===== config.mk =====
export PLATFORM = sky130hd
export DESIGN_NAME = renode_axi_request_arbiter
export DESIGN_NICKNAME = d
export VERILOG_FILES = /design/src/rtl/renode_axi_request_arbiter.sv
export SDC_FILE = /design/constraint.sdc
export NUM_CORES = 1
export LEC_CHECK = 0
export CAP_MARGIN = 20
export CORE_AREA = 2 2 216 218
export CTS_CLUSTER_DIAMETER = 80
export DETAILED_ROUTE_END_ITERATION = 16
export DIE_AREA = 0 0 218 220
export PLACE_DENSITY = 0.55
export SLEW_MARGIN = 20
export SYNTH_ARGS = -nofsm -noshare
export SYNTH_HDL_FRONTEND = slang
export SYNTH_SLANG_ARGS = --single-unit

===== constraint.sdc =====
create_clock -name aclk -period 4 [get_ports aclk]
set_input_delay 0.8 -clock aclk [delete_from_list [all_inputs] [get_ports aclk]]
set_output_delay 0.8 -clock aclk [all_outputs]
set_load 0.02 [all_outputs]

===== src/rtl/renode_axi_request_arbiter.sv =====
// Round-robin arbiter sharing one single-beat AXI4 manager port among
// several request sources; one transaction outstanding at a time.
module renode_axi_request_arbiter #(
   parameter int NumRequesters      = 4,
   parameter int AddressWidth       = 32,
   parameter int DataWidth          = 32,
   parameter int TransactionIdWidth = 8
) (
   input  logic                                   aclk,
   input  logic                                   areset_n,
   input  logic [NumRequesters-1:0]               req_valid,
   output logic [NumRequesters-1:0]               req_ready,
   input  logic [NumRequesters-1:0]               req_write,
   input  logic [NumRequesters*AddressWidth-1:0]  req_addr,
   input  logic [NumRequesters*3-1:0]             req_size,
   input  logic [NumRequesters*DataWidth-1:0]     req_wdata,
   input  logic [NumRequesters*DataWidth/8-1:0]   req_wstrb,
   output logic [NumRequesters-1:0]               rsp_valid,
   output logic [DataWidth-1:0]                   rsp_rdata,
   output logic                                   rsp_error,
   output logic [TransactionIdWidth-1:0]          awid,
   output logic [AddressWidth-1:0]                awaddr,
   output logic [7:0]                             awlen,
   output logic [2:0]                             awsize,
   output logic [1:0]                             awburst,
   output logic                                   awlock,
   output logic [2:0]                             awprot,
   output logic                                   awvalid,
   input  logic                                   awready,
   output logic [DataWidth-1:0]                   wdata,
   output logic [DataWidth/8-1:0]                 wstrb,
   output logic                                   wlast,
   output logic                                   wvalid,
   input  logic                                   wready,
   input  logic [TransactionIdWidth-1:0]          bid,
   input  logic [1:0]                             bresp,
   input  logic                                   bvalid,
   output logic                                   bready,
   output logic [TransactionIdWidth-1:0]          arid,
   output logic [AddressWidth-1:0]                araddr,
   output logic [7:0]                             arlen,
   output logic [2:0]                             arsize,
   output logic [1:0]                             arburst,
   output logic                                   arlock,
   output logic [2:0]                             arprot,
   output logic                                   arvalid,
   input  logic                                   arready,
   input  logic [TransactionIdWidth-1:0]          rid,
   input  logic [DataWidth-1:0]                   rdata,
   input  logic [1:0]                             rresp,
   input  logic                                   rlast,
   input  logic                                   rvalid,
   output logic                                   rready
);

   localparam int StrobeWidth = DataWidth / 8;
   localparam int IdxW = (NumRequesters > 1) ? $clog2(NumRequesters) : 1;

   typedef enum logic [1:0] {IDLE, ADDR, RESP, DONE} state_e;

   state_e                   state_q, state_d;
   logic [IdxW-1:0]          rr_q, rr_d;
   logic [IdxW-1:0]          idx_q, idx_d;
   logic                     write_q, write_d;
   logic [AddressWidth-1:0]  addr_q, addr_d;
   logic [2:0]               size_q, size_d;
   logic [DataWidth-1:0]     wdata_q, wdata_d;
   logic [StrobeWidth-1:0]   wstrb_q, wstrb_d;
   logic                     arvalid_q, arvalid_d;
   logic                     awvalid_q, awvalid_d;
   logic                     wvalid_q, wvalid_d;
   logic                     rready_q, rready_d;
   logic                     bready_q, bready_d;
   logic                     got_q, got_d;
   logic [DataWidth-1:0]     rsp_rdata_q, rsp_rdata_d;
   logic                     rsp_error_q, rsp_error_d;

   logic [AddressWidth-1:0]  addr_a  [NumRequesters];
   logic [2:0]               size_a  [NumRequesters];
   logic [DataWidth-1:0]     wdata_a [NumRequesters];
   logic [StrobeWidth-1:0]   wstrb_a [NumRequesters];

   logic                     found;
   logic [IdxW-1:0]          win;
   logic [IdxW-1:0]          j;
   logic [IdxW-1:0]          rr_next;
   logic                     unused_rlast;

   assign unused_rlast = rlast;

   always_comb begin
      for (int i = 0; i < NumRequesters; i++) begin
         addr_a[i]  = req_addr[i*AddressWidth +: AddressWidth];
         size_a[i]  = req_size[i*3 +: 3];
         wdata_a[i] = req_wdata[i*DataWidth +: DataWidth];
         wstrb_a[i] = req_wstrb[i*StrobeWidth +: StrobeWidth];
      end
   end

   // First pending requester at or after the pointer, wrapping around.
   always_comb begin
      found = 1'b0;
      win   = '0;
      j     = '0;
      for (int i = 0; i < NumRequesters; i++) begin
         j = IdxW'((int'(rr_q) + i) % NumRequesters);
         if (!found && req_valid[j]) begin
            found = 1'b1;
            win   = j;
         end
      end
      rr_next = (win == IdxW'(NumRequesters - 1)) ? '0 : win + 1'b1;
   end

   always_comb begin
      state_d     = state_q;
      rr_d        = rr_q;
      idx_d       = idx_q;
      write_d     = write_q;
      addr_d      = addr_q;
      size_d      = size_q;
      wdata_d     = wdata_q;
      wstrb_d     = wstrb_q;
      arvalid_d   = arvalid_q;
      awvalid_d   = awvalid_q;
      wvalid_d    = wvalid_q;
      rready_d    = rready_q;
      bready_d    = bready_q;
      got_d       = got_q;
      rsp_rdata_d = rsp_rdata_q;
      rsp_error_d = rsp_error_q;
      req_ready   = '0;
      rsp_valid   = '0;

      // Responses are taken whenever the ready is up, even mid-address.
      if (rready_q && rvalid) begin
         rready_d    = 1'b0;
         got_d       = 1'b1;
         rsp_rdata_d = rdata;
         rsp_error_d = rresp[1] || (rid != TransactionIdWidth'(idx_q));
      end
      if (bready_q && bvalid) begin
         bready_d    = 1'b0;
         got_d       = 1'b1;
         rsp_rdata_d = '0;
         rsp_error_d = bresp[1] || (bid != TransactionIdWidth'(idx_q));
      end

      unique case (state_q)
         IDLE: begin
            if (found) begin
               req_ready[win] = 1'b1;
               idx_d     = win;
               rr_d      = rr_next;
               write_d   = req_write[win];
               addr_d    = addr_a[win];
               size_d    = size_a[win];
               wdata_d   = wdata_a[win];
               wstrb_d   = wstrb_a[win];
               arvalid_d = !req_write[win];
               awvalid_d = req_write[win];
               wvalid_d  = req_write[win];
               rready_d  = !req_write[win];
               bready_d  = req_write[win];
               got_d     = 1'b0;
               state_d   = ADDR;
            end
         end
         ADDR: begin
            arvalid_d = arvalid_q && !arready;
            awvalid_d = awvalid_q && !awready;
            wvalid_d  = wvalid_q && !wready;
            if (!arvalid_d && !awvalid_d && !wvalid_d) begin
               state_d = RESP;
            end
         end
         RESP: begin
            if (got_d) begin
               state_d = DONE;
            end
         end
         DONE: begin
            rsp_valid[idx_q] = 1'b1;
            got_d   = 1'b0;
            state_d = IDLE;
         end
         default: state_d = IDLE;
      endcase
   end

   always_ff @(posedge aclk or negedge areset_n) begin
      if (!areset_n) begin
         state_q     <= IDLE;
         rr_q        <= '0;
         idx_q       <= '0;
         write_q     <= 1'b0;
         addr_q      <= '0;
         size_q      <= '0;
         wdata_q     <= '0;
         wstrb_q     <= '0;
         arvalid_q   <= 1'b0;
         awvalid_q   <= 1'b0;
         wvalid_q    <= 1'b0;
         rready_q    <= 1'b0;
         bready_q    <= 1'b0;
         got_q       <= 1'b0;
         rsp_rdata_q <= '0;
         rsp_error_q <= 1'b0;
      end else begin
         state_q     <= state_d;
         rr_q        <= rr_d;
         idx_q       <= idx_d;
         write_q     <= write_d;
         addr_q      <= addr_d;
         size_q      <= size_d;
         wdata_q     <= wdata_d;
         wstrb_q     <= wstrb_d;
         arvalid_q   <= arvalid_d;
         awvalid_q   <= awvalid_d;
         wvalid_q    <= wvalid_d;
         rready_q    <= rready_d;
         bready_q    <= bready_d;
         got_q       <= got_d;
         rsp_rdata_q <= rsp_rdata_d;
         rsp_error_q <= rsp_error_d;
      end
   end

   assign rsp_rdata = rsp_rdata_q;
   assign rsp_error = rsp_error_q;

   assign arid    = TransactionIdWidth'(idx_q);
   assign araddr  = addr_q;
   assign arlen   = 8'd0;
   assign arsize  = size_q;
   assign arburst = 2'b01;
   assign arlock  = 1'b0;
   assign arprot  = 3'b000;
   assign arvalid = arvalid_q;
   assign rready  = rready_q;

   assign awid    = TransactionIdWidth'(idx_q);
   assign awaddr  = addr_q;
   assign awlen   = 8'd0;
   assign awsize  = size_q;
   assign awburst = 2'b01;
   assign awlock  = 1'b0;
   assign awprot  = 3'b000;
   assign awvalid = awvalid_q;
   assign wdata   = wdata_q;
   assign wstrb   = wstrb_q;
   assign wlast   = 1'b1;
   assign wvalid  = wvalid_q;
   assign bready  = bready_q;

endmodule

==> results of run 1 <==
-- worst paths after layout --
| path | startpoint | endpoint | slack (ns) | depth (start not counted) |
|---|---|---|---|---|
| worst max-delay path | req_valid[3] | req_ready[0] | 0.29 | 7 |
| worst min-delay path | areset_n | rsp_rdata[15] | 0.38 | 1 |
| worst max register to register | rr_q[0] | araddr[31] | 1.34 | 8 |
| worst min register to register | rsp_rdata[30] | rsp_rdata[30] | 0.50 | 1 |
| max in group asynchronous | areset_n | wdata[28] | 2.87 | 2 |
| min in group aclk | rsp_rdata[30] | rsp_rdata[30] | 0.50 | 1 |
-- kinds of logic (layout without fill, tap and decap cells) --
group	count (synthesis)	in the layout	synth area share (%)
AOI/OAI and AO/OA	271	271	26.1
xor gates and xnor gates	4	4	0.481
adders and majority gates	5	5	0.858
buffers and inverters	155	567	12.6
DFF	116	116	39.8
muxes	75	75	11.5
other	2	42	0.103
and+or+nand+nor	124	124	8.48
-- worst reg2reg max path, cell delays in order, from the launching register on --
cell and delay, ns:
dfrtp_1 0.49, nor3b_1 0.20, a211o_1 0.34, nand2_1 0.17
inv_1 0.08, buf_4 0.15, nor2_4 0.08, buf_4 0.73
a221o_1 0.34
-- state kept, by name (all words and copies together) (netlist names) --
signal	count
araddr	32
rsp_rdata	32
wdata	32
wstrb	4
arsize	3
idx_q	2
rr_q	2
state_q	2
arvalid	1
awvalid	1
bready	1
got_q	1
rready	1
rsp_error	1
wvalid	1
-- area by class of cell --
type / instances / area [µm²] / share of cell area, %
Timing Repair Buffer: 527 / 5280 / 39.8
Multi-Input combinational cell: 520 / 3690 / 27.9
Sequential cell: 116 / 2900 / 21.9
Tap cell: 607 / 759 / 5.73
Clock buffer: 18 / 429 / 3.24
Clock inverter: 14 / 153 / 1.15
Inverter: 8 / 30.0 / 0.227
Antenna cell: 1 / 2.50 / 0.0189
-- where the power goes --
group | leakage (nW) | internal [mW] | switching (mW) | total (mW)
registers | 1.47 | 1.75 | 0.467 | 2.21
logic | 3.44 | 2.60 | 2.81 | 5.42
clock network | 0.273 | 0.917 | 0.655 | 1.57
total | 5.18 | 5.27 | 3.93 | 9.20
-- per-layer routing --
layer,GRT usage [%],up-vias,routed length [µm]
li1,-,3608,-
met1,16.5,3731,14300
met2,23.6,468,16600
met3,4.83,64,3280
met4,7.32,0,1200
met5,0,-,0
-- metrics by stage --
step	hold WS, ns	util [%]	std cells	area (µm²)
3_5_place_dp	0.490	27.6	1778	12700
2_1_floorplan	0.481	-	791	7440
3_3_place_gp	0.490	27.6	1778	12700
5_1_grt	0.434	28.9	1811	13200
6_report	0.381	28.9	1811	13200
4_1_cts	0.382	28.9	1810	13200
-- synthesized netlist by cell type, types with 12 or more instances --
cell type / count / share of area [%]
dfrtp_1: 116 / 40
buf_4: 79 / 8.1
a21oi_1: 77 / 5.3
o21ai_0: 75 / 5.1
a221o_1: 73 / 10
nand3_1: 73 / 5.0
clkbuf_1: 51 / 2.6
mux2_2: 43 / 6.6
a22o_1: 32 / 3.8
mux2_1: 29 / 4.5
nand2_1: 17 / 0.88
nor2_1: 12 / 0.62
-- what timing repair did --
item | CTS | global route
resized for setup | 0 | 1
hold buffers | 0 | 0
endpoints found under the setup margin | 0 | 1
hold endpoints to repair | 0 | 0
==> summary.txt, run 1 <==
Die Area = 0.0480 mm²
Die H = 220 µm
commonest non-fill, non-tap cell in the layout = clkdlybuf4s50_1
clk root buf = clkbuf_16
Antenna Nets Post-Route = 0
Worst Tran Pin Value = 0.982 ns
status = finished clean
period utilization = 92.8%
peak supply drop = 522 µV
cell leakage power = 5.18 nW
Max Slew Vio Count = 0
Ports = 549
Yosys Warn Count = 0
Initial DRT Pass Iterations = 5
asr flop ratio synth = 100%
Setup crit start kind = primary input
number of global-route vias before repair = 8,105
Top FF cell, synth = dfrtp_1
CP max FO = 5
initial antenna violation count = 2
skew final = 0.00905 ns
delay-heaviest family, CP = buffers and inverters
initial DRC count = 463
Post-Place Worst Slack = 0.156 ns
CP Class = primary input to primary output
Post-synth EDFFs = 0
# rows = 79
final net count = 1,547
Final Hold Fails = 0
setup ws final = 0.288 ns
commonest non-fill, non-tap cells in the layout = 500 x clkdlybuf4s50_1, 116 x dfrtp_1, 75 x a21oi_1, 75 x o21ai_0, 73 x a221o_1
via count = 7,871
H-tree depth = 4
die extent in x = 218 µm
Critical Path RT = 3.20 ns
Avg Cell Area, Syn = 9.69 µm²
Post-DP HPWL = 25.5 mm
FMAX = 269 MHz
GRT overflow = 0
drt wl/cell = 19.5 µm
port bufs = 504
CTS tree = built
starting density of the core = 15.9%
Pwr Total = 9.20 mW
Filler cells = 4,841
min-delay worst type = primary input to async pin
total of max-cap violations = 0
slowest cell on the critical path = clkdlybuf4s50_1
Synth cell types = 41
DRC viols = 0
Data arrival, critical path = 2.91 ns
Seq cells post-synth = 116
TritonCTS buffer count = 17
vias per cell = 4.35
synthesized area = 0.00729 mm²
largest net degree at the start of global routing = 78
P&R area growth vs syn = 81.8%
Final min period = 3.71 ns
later-pin clock latency in the skew report = 0.48 ns
first-pass GRT wire length = 49.9 mm
crit-path cells = clkdlybuf4s50_1 > nand2b_1 > a211o_1 > nand2_1 > nand2_1 > nor2_1 > clkdlybuf4s50_1
layout cells sized above 1 = 9.14%
Final Routed Wirelength = 35.3 mm
GR Util All Layers = 14.3%
setup TNS = 0 ns
clock sinks = 116
Slew HR = 34.5%
Power Density = 694 mW/mm²
buffer and inverter count on the worst path = 2
GP Congestion = 0.834
Post-CTS Setup Bufs = 0
Finish-stage setup viols = 0
Core ar. = 0.0459 mm²
Crit. End Element = primary output
post-synthesis sequential area ratio = 39.8%
CTS clk-pin slew, worst paths = 0.06 ns
RSZ-0062 raised after global routing = false
Mapped Cells = 752
CTS Buffer Depth = 2
max incr delay on CP = 0.62 ns
No activity file was read; power rests on OpenSTA's default activity.
==> run 2, diff against run 1 <==
Settings changed: ABC_AREA set to 1, CELL_PAD_IN_SITES_DETAIL_PLACEMENT set to 1, CELL_PAD_IN_SITES_GLOBAL_PLACEMENT set to 1, PLACE_DENSITY 0.55 to 0.75.
==> run 2 against run 1 <==
Sequential share of layout area is 1.0 points lower. First-iteration DRC count is 35% lower. Clock-buffer cell count is 3 higher. Cell count is 22% higher. Utilization is 1.4 points higher. Design area is 5.0% higher. Combinational power is 63% higher. Flip-flop and latch count stayed put. Register-to-register slack worse by 0.32 ns. Critical path depth is 5 higher.
==> summary.txt, run 2 <==
status = finished clean
Filler cells = 5,571 (+15%)
GRT overflow = 0 (unchanged)
Pwr Total = 12.8 mW (+39%)
# rows = 79 (unchanged)
Final Routed Wirelength = 35.1 mm (-0.78%)
Worst Tran Pin Value = 1.01 ns (+0.0284 ns)
period utilization = 95.2% (+2.4 points)
Crit. End Element = primary output
GP Congestion = 0.859 (+3.0%)
Finish-stage setup viols = 0 (unchanged)
TritonCTS buffer count = 17 (unchanged)
Post-synth EDFFs = 0 (unchanged)
vias per cell = 4.15 (-4.5%)
Power Density = 917 mW/mm² (+32%)
synthesized area = 0.00827 mm² (+13%)
Synth top area share = 35.1% (-4.7 points)
Post-synth top cells = 480 x nand2_1, 165 x inv_1, 132 x o211ai_1
Mapped Cells = 1,164 (+55%)
CTS tree = built
GR Util All Layers = 14.1% (-0.25 points)
FMAX = 263 MHz (-2.5%)
RSZ-0062 raised after global routing = false
layout cells sized above 1 = 4.24% (-4.9 points)
initial antenna violation count = 0 (-2)
commonest non-fill, non-tap cell in the layout = clkdlybuf4s50_1
drt wl/cell = 15.9 µm (-19%)
cell leakage power = 6.60 nW (+27%)
final core occ = 30.3% (+1.4 points)
initial DRC count = 302 (-35%)
Antenna Nets Post-Route = 0 (unchanged)
H-tree depth = 4 (unchanged)
Seq cells post-synth = 116 (unchanged)
CP Class = primary input to primary output
later-pin clock latency in the skew report = 0.43 ns (-0.05 ns)
P&R area growth vs syn = 68.3%
Yosys Warn Count = 0 (unchanged)
Avg Cell Area, Syn = 7.10 µm² (-27%)
die extent in x = 218 µm (unchanged)
CTS Buffer Depth = 2 (unchanged)
starting density of the core = 18.0% (+2.1 points)
Finished Layout Cells = 2,210 (+22%)
Synth cell types = 33 (-20%)
Placed Instances = 2,178 (+22%)
Data arrival, critical path = 3.01 ns (+0.10 ns)
setup TNS = 0 ns (unchanged)
peak supply drop = 1180 µV (+130%)
Critical Path RT = 3.20 ns (about the same)
CP max FO = 4 (-1)
post-synthesis sequential area ratio = 35.1% (-4.7 points)
min-delay worst type = primary input to async pin
total of max-cap violations = 0 (unchanged)
via count = 9,177 (+17%)
commonest non-fill, non-tap cells in the layout = 501 x clkdlybuf4s50_1, 479 x nand2_1, 165 x inv_1
largest net degree at the start of global routing = 183 (+130%)
ant diodes = 0 (-1)
Final Hold Fails = 0 (unchanged)
clock sinks = 116 (unchanged)
Max Slew Vio Count = 0 (unchanged)
leading post-synthesis cells by cell area = dfrtp_1 35%, nand2_1 22%, o211ai_1 12%
Initial DRT Pass Iterations = 4 (-1)
Slew HR = 32.6% (-1.9 points)
CTS clk-pin slew, worst paths = 0.05 ns (about the same)
number of global-route vias before repair = 9,294 (+15%)
Die Area = 0.0480 mm² (unchanged)
Final min period = 3.81 ns (+0.0957 ns)
skew final = 0.0103 ns (+0.00128 ns)
Setup crit start kind = primary input
Top FF cell, synth = dfrtp_1
most common cell in the netlist = nand2_1
DRC viols = 0 (unchanged)
Post-CTS Setup Bufs = 0 (unchanged)
clk root buf = clkbuf_16
Ports = 549 (unchanged)
final net count = 1,947 (+26%)
Die H = 220 µm (unchanged)
port bufs = 504 (unchanged)
Post-DP HPWL = 27.4 mm (+7.4%)
Core ar. = 0.0459 mm² (unchanged)
asr flop ratio synth = 100% (unchanged)
area leader, netlist = dfrtp_1
first-pass GRT wire length = 51.6 mm (+3.4%)
-- run 2: cell count changes after synthesis, sizes merged, moves of 59 or more --
cell	before	now
nand2	17	483
mux2	72	0
a21oi	77	7
a221o	73	0
o21ai	75	8
nand3	73	14
inv	8	169
o211ai	0	142
-- run 2: metal layers --
metal / vias up / part of all wire, % / GRT usage, %
li1: 4428 / - / -
met1: 4326 / 38 / 14.7
met2: 376 / 51 / 25.8
met3: 47 / 7.8 / 4.10
met4: 0 / 3.2 / 6.42
met5: - / 0 / 0
-- run 2: critical path: stages --
cell             delay [ns]
clkdlybuf4s50_1        0.49
inv_1                  0.06
nand2_1                0.08
nand3_1                0.12
nand2_2                0.12
nor2_1                 0.06
nor2_1                 0.14
nand2_2                0.14
nand2_8                0.09
nand2_1                0.11
nor2_1                 0.13
clkdlybuf4s50_1        0.66
-- run 2: area by class of cell --
class / count / area (µm²) / share of cell area [%]
Timing Repair Buffer: 518 / 5180 / 37.2
Multi-Input combinational cell: 768 / 3810 / 27.4
Sequential cell: 116 / 2900 / 20.9
Tap cell: 607 / 759 / 5.46
Inverter: 169 / 637 / 4.58
Clock buffer: 21 / 470 / 3.38
Clock inverter: 11 / 148 / 1.06
-- run 2: cell families after synthesis --
| family | count (synthesis) | synth area share, % |
|---|---|---|
| flip-flops | 116 | 35.1 |
| other | 2 | 0.0908 |
| AND/OR/NAND/NOR | 524 | 24.6 |
| adder cells (fa/ha/maj) | 5 | 0.757 |
| AO/OA/AOI/OAI | 194 | 18.2 |
| buffers and inverters | 319 | 20.8 |
| XOR/XNOR | 4 | 0.424 |
-- run 2: path summary, 6_finish.rpt --
path                              startpoint           end  slack [ns]  cells after the start
worst max-delay path            req_valid[3]  req_ready[2]        0.19                     12
worst min-delay path                areset_n    araddr[10]        0.39                      1
worst max register to register       rr_q[0]     wdata[14]        1.02                     13
worst min register to register     wdata[25]     wdata[25]        0.48                      2
max in group asynchronous           areset_n      wdata[8]        2.72                      2
min in group aclk                  wdata[25]     wdata[25]        0.48                      2
-- run 2: what timing repair did --
action / in CTS / in global routing
hold buffers: 0 / 0
endpoints found under the setup margin: 0 / 2
resized for setup: 0 / 2
-- run 2: power breakdown --
part           internal, mW  switching, mW  total (mW)
Combinational          3.44           5.42        8.86
Sequential             1.79          0.481        2.27
Clock                  1.03          0.601        1.63
-- run 2: metrics by stage --
| stage | cell area, µm² | hold WS, ns | setup slack (ns) |
|---|---|---|---|
| 2_1_floorplan | 8410 | 0.481 | 0.901 |
| 3_3_place_gp | 13300 | 0.461 | 0.134 |
| 3_5_place_dp | 13300 | 0.466 | 0.0141 |
| 4_1_cts | 13900 | 0.379 | 0.0114 |
| 5_1_grt | 13900 | 0.414 | 0.0295 |
| 6_report | 13900 | 0.394 | 0.193 |
==> run 3, diff against run 2 <==
Settings changed: PLACE_DENSITY 0.75 to 0.72.
==> run 3 against run 2 <==
Global-route usage up 0.45 points. Power up 0.66%. Wire length is 3.0% higher. Worst hold slack lost 0.092 ns. Critical path type unchanged. Critical endpoint is now req_ready[0].
==> summary.txt, run 3 (synthesis results as in run 2) <==
FMAX = 263 MHz (+0.18%)
multi-input logic area = 0.00381 mm² (unchanged)
CTS tree = built
Die Area = 0.0480 mm² (unchanged)
Post-DP HPWL = 28.0 mm (+2.1%)
Post-Place Worst Slack = 0.0718 ns (+0.0578 ns)
setup ws final = 0.199 ns (+0.00672 ns)
peak supply drop = 1260 µV (+6.1%)
Data arrival, critical path = 3.00 ns (about the same)
CTS Buffer Depth = 2 (unchanged)
min-delay worst type = primary input to async pin
P&R area growth vs syn = 68.7%
slowest cell on the critical path = clkdlybuf4s50_1
GR Util All Layers = 14.5% (+0.45 points)
RSZ-0062 raised after global routing = false
Slew HR = 32.8% (+0.14 points)
# rows = 79 (unchanged)
Worst Tran Pin Value = 1.01 ns (-0.00215 ns)
initial DRC count = 410 (+36%)
H-tree depth = 4 (unchanged)
Final Routed Wirelength = 36.1 mm (+3.0%)
ant diodes = 0 (unchanged)
Die H = 220 µm (unchanged)
port bufs = 504 (unchanged)
Finish-stage setup viols = 0 (unchanged)
TritonCTS buffer count = 17 (unchanged)
status = finished clean
Power Density = 921 mW/mm² (+0.43%)
initial antenna violation count = 2 (+2)
Final Hold Fails = 0 (unchanged)
Filler cells = 5,596 (+0.45%)
CP max FO = 4 (unchanged)
drt wl/cell = 16.3 µm (+3.0%)
later-pin clock latency in the skew report = 0.43 ns (about the same)
via count = 9,161 (-0.17%)
area of placed instances = 0.0133 mm² (+0.25%)
period utilization = 95.0% (-0.17 points)
cell leakage power = 6.64 nW (+0.54%)
final net count = 1,948 (+0.051%)
skew final = 0.00938 ns (-0.000942 ns)
Antenna Nets Post-Route = 0 (unchanged)
commonest non-fill, non-tap cell in the layout = clkdlybuf4s50_1
starting density of the core = 18.0% (unchanged)
crit-path cells = clkdlybuf4s50_1 > inv_1 > nand2_1 > nand3_1 > nand2_2 > nor2_4 > nand3_1 > nand2_1 > nor2_4 > clkinv_2 > buf_4 > nor2_1 > clkdlybuf4s50_1
GRT overflow = 0 (unchanged)
number of global-route vias before repair = 9,408 (+1.2%)
Initial DRT Pass Iterations = 4 (unchanged)
vias per cell = 4.14 (-0.22%)
Max Slew Vio Count = 0 (unchanged)
Critical Path RT = 3.20 ns (about the same)
CTS clk-pin slew, worst paths = 0.06 ns (about the same)
setup TNS = 0 ns (unchanged)
Final min period = 3.80 ns (-0.00672 ns)
Core ar. = 0.0459 mm² (unchanged)
Crit. End Element = primary output
commonest non-fill, non-tap cells in the layout = 500 x clkdlybuf4s50_1, 479 x nand2_1, 165 x inv_1
max incr delay on CP = 0.68 ns (+0.02 ns)
first-pass GRT wire length = 53.1 mm (+2.9%)
Setup crit start kind = primary input
final core occ = 30.4% (+0.071 points)
clock sinks = 116 (unchanged)
largest net degree at the start of global routing = 169 (-7.7%)
total of max-cap violations = 0 (unchanged)
Sequential Area = 0.00290 mm² (unchanged)
design area = 0.0139 mm² (+0.23%)
layout cells sized above 1 = 4.36% (+0.12 points)
die extent in x = 218 µm (unchanged)
Post-CTS Setup Bufs = 0 (unchanged)
clk root buf = clkbuf_16
Ports = 549 (unchanged)
GP Congestion = 0.842 (-2.0%)
DRC viols = 0 (unchanged)
CP Class = primary input to primary output
## run 3: changes by cell type in the layout (fill, tap and decap cells not counted), moves of 2 or more
cell	before	now
clkinv_4	0	4
buf_12	2	4
clkbuf_8	3	1
clkinvlp_4	4	2
## run 3: metrics by stage
stage	instances	power, mW	hold WS, ns
finish	2211	12.8	0.302
global route	2211	14.0	0.316
CTS	2211	13.1	0.303
detailed placement	2179	11.4	0.464
global placement	2179	11.1	0.461
floorplan	1203	8.54	0.481
## run 3: worst max-delay path, delay by kind of cell
family	cells	cell delay, ns
buf+inv	5	1.42
simple gates	8	0.76
## run 3: path summary, 6_finish.rpt
check / slack [ns] / startpoint / end / cells past startpoint
setup / recovery: 0.20 / req_valid[0] / req_ready[0] / 13
hold / removal: 0.30 / areset_n / rsp_rdata[16] / 1
setup reg to reg: 1.01 / rr_q[0] / wdata[12] / 14
hold reg to reg: 0.48 / wdata[10] / wdata[10] / 2
max in group asynchronous: 2.86 / areset_n / wdata[31] / 2
min in group aclk: 0.48 / wdata[10] / wdata[10] / 2
## run 3: layout make-up
| type | instances | area share (%) |
|---|---|---|
| repair buffers | 519 | 37.4 |
| multi-input cells | 768 | 27.4 |
| flip-flops and latches | 116 | 20.8 |
| well taps | 607 | 5.45 |
| inverters | 169 | 4.57 |
| clock buffers | 18 | 3.15 |
| clock inverters | 14 | 1.27 |
## run 3: power breakdown
group / internal [mW] / total (mW) / switching [mW]
clock network: 1.00 / 1.63 / 0.625
logic: 3.49 / 8.95 / 5.45
registers: 1.79 / 2.27 / 0.483
total: 6.28 / 12.8 / 6.56
## run 3: per-layer routing
layer | wire length, µm | GRT usage [%] | share of wire [%]
met5 | 26 | 0 | 0.072
met4 | 1300 | 6.30 | 3.6
met3 | 2910 | 4.55 | 8.0
met2 | 18700 | 27.3 | 52
met1 | 13200 | 14.6 | 36
## run 3: timing repair
item                                    4_1_cts  5_1_grt
endpoints found under the setup margin        0        3
hold buffers                                  0        0
resized for setup                             0        3
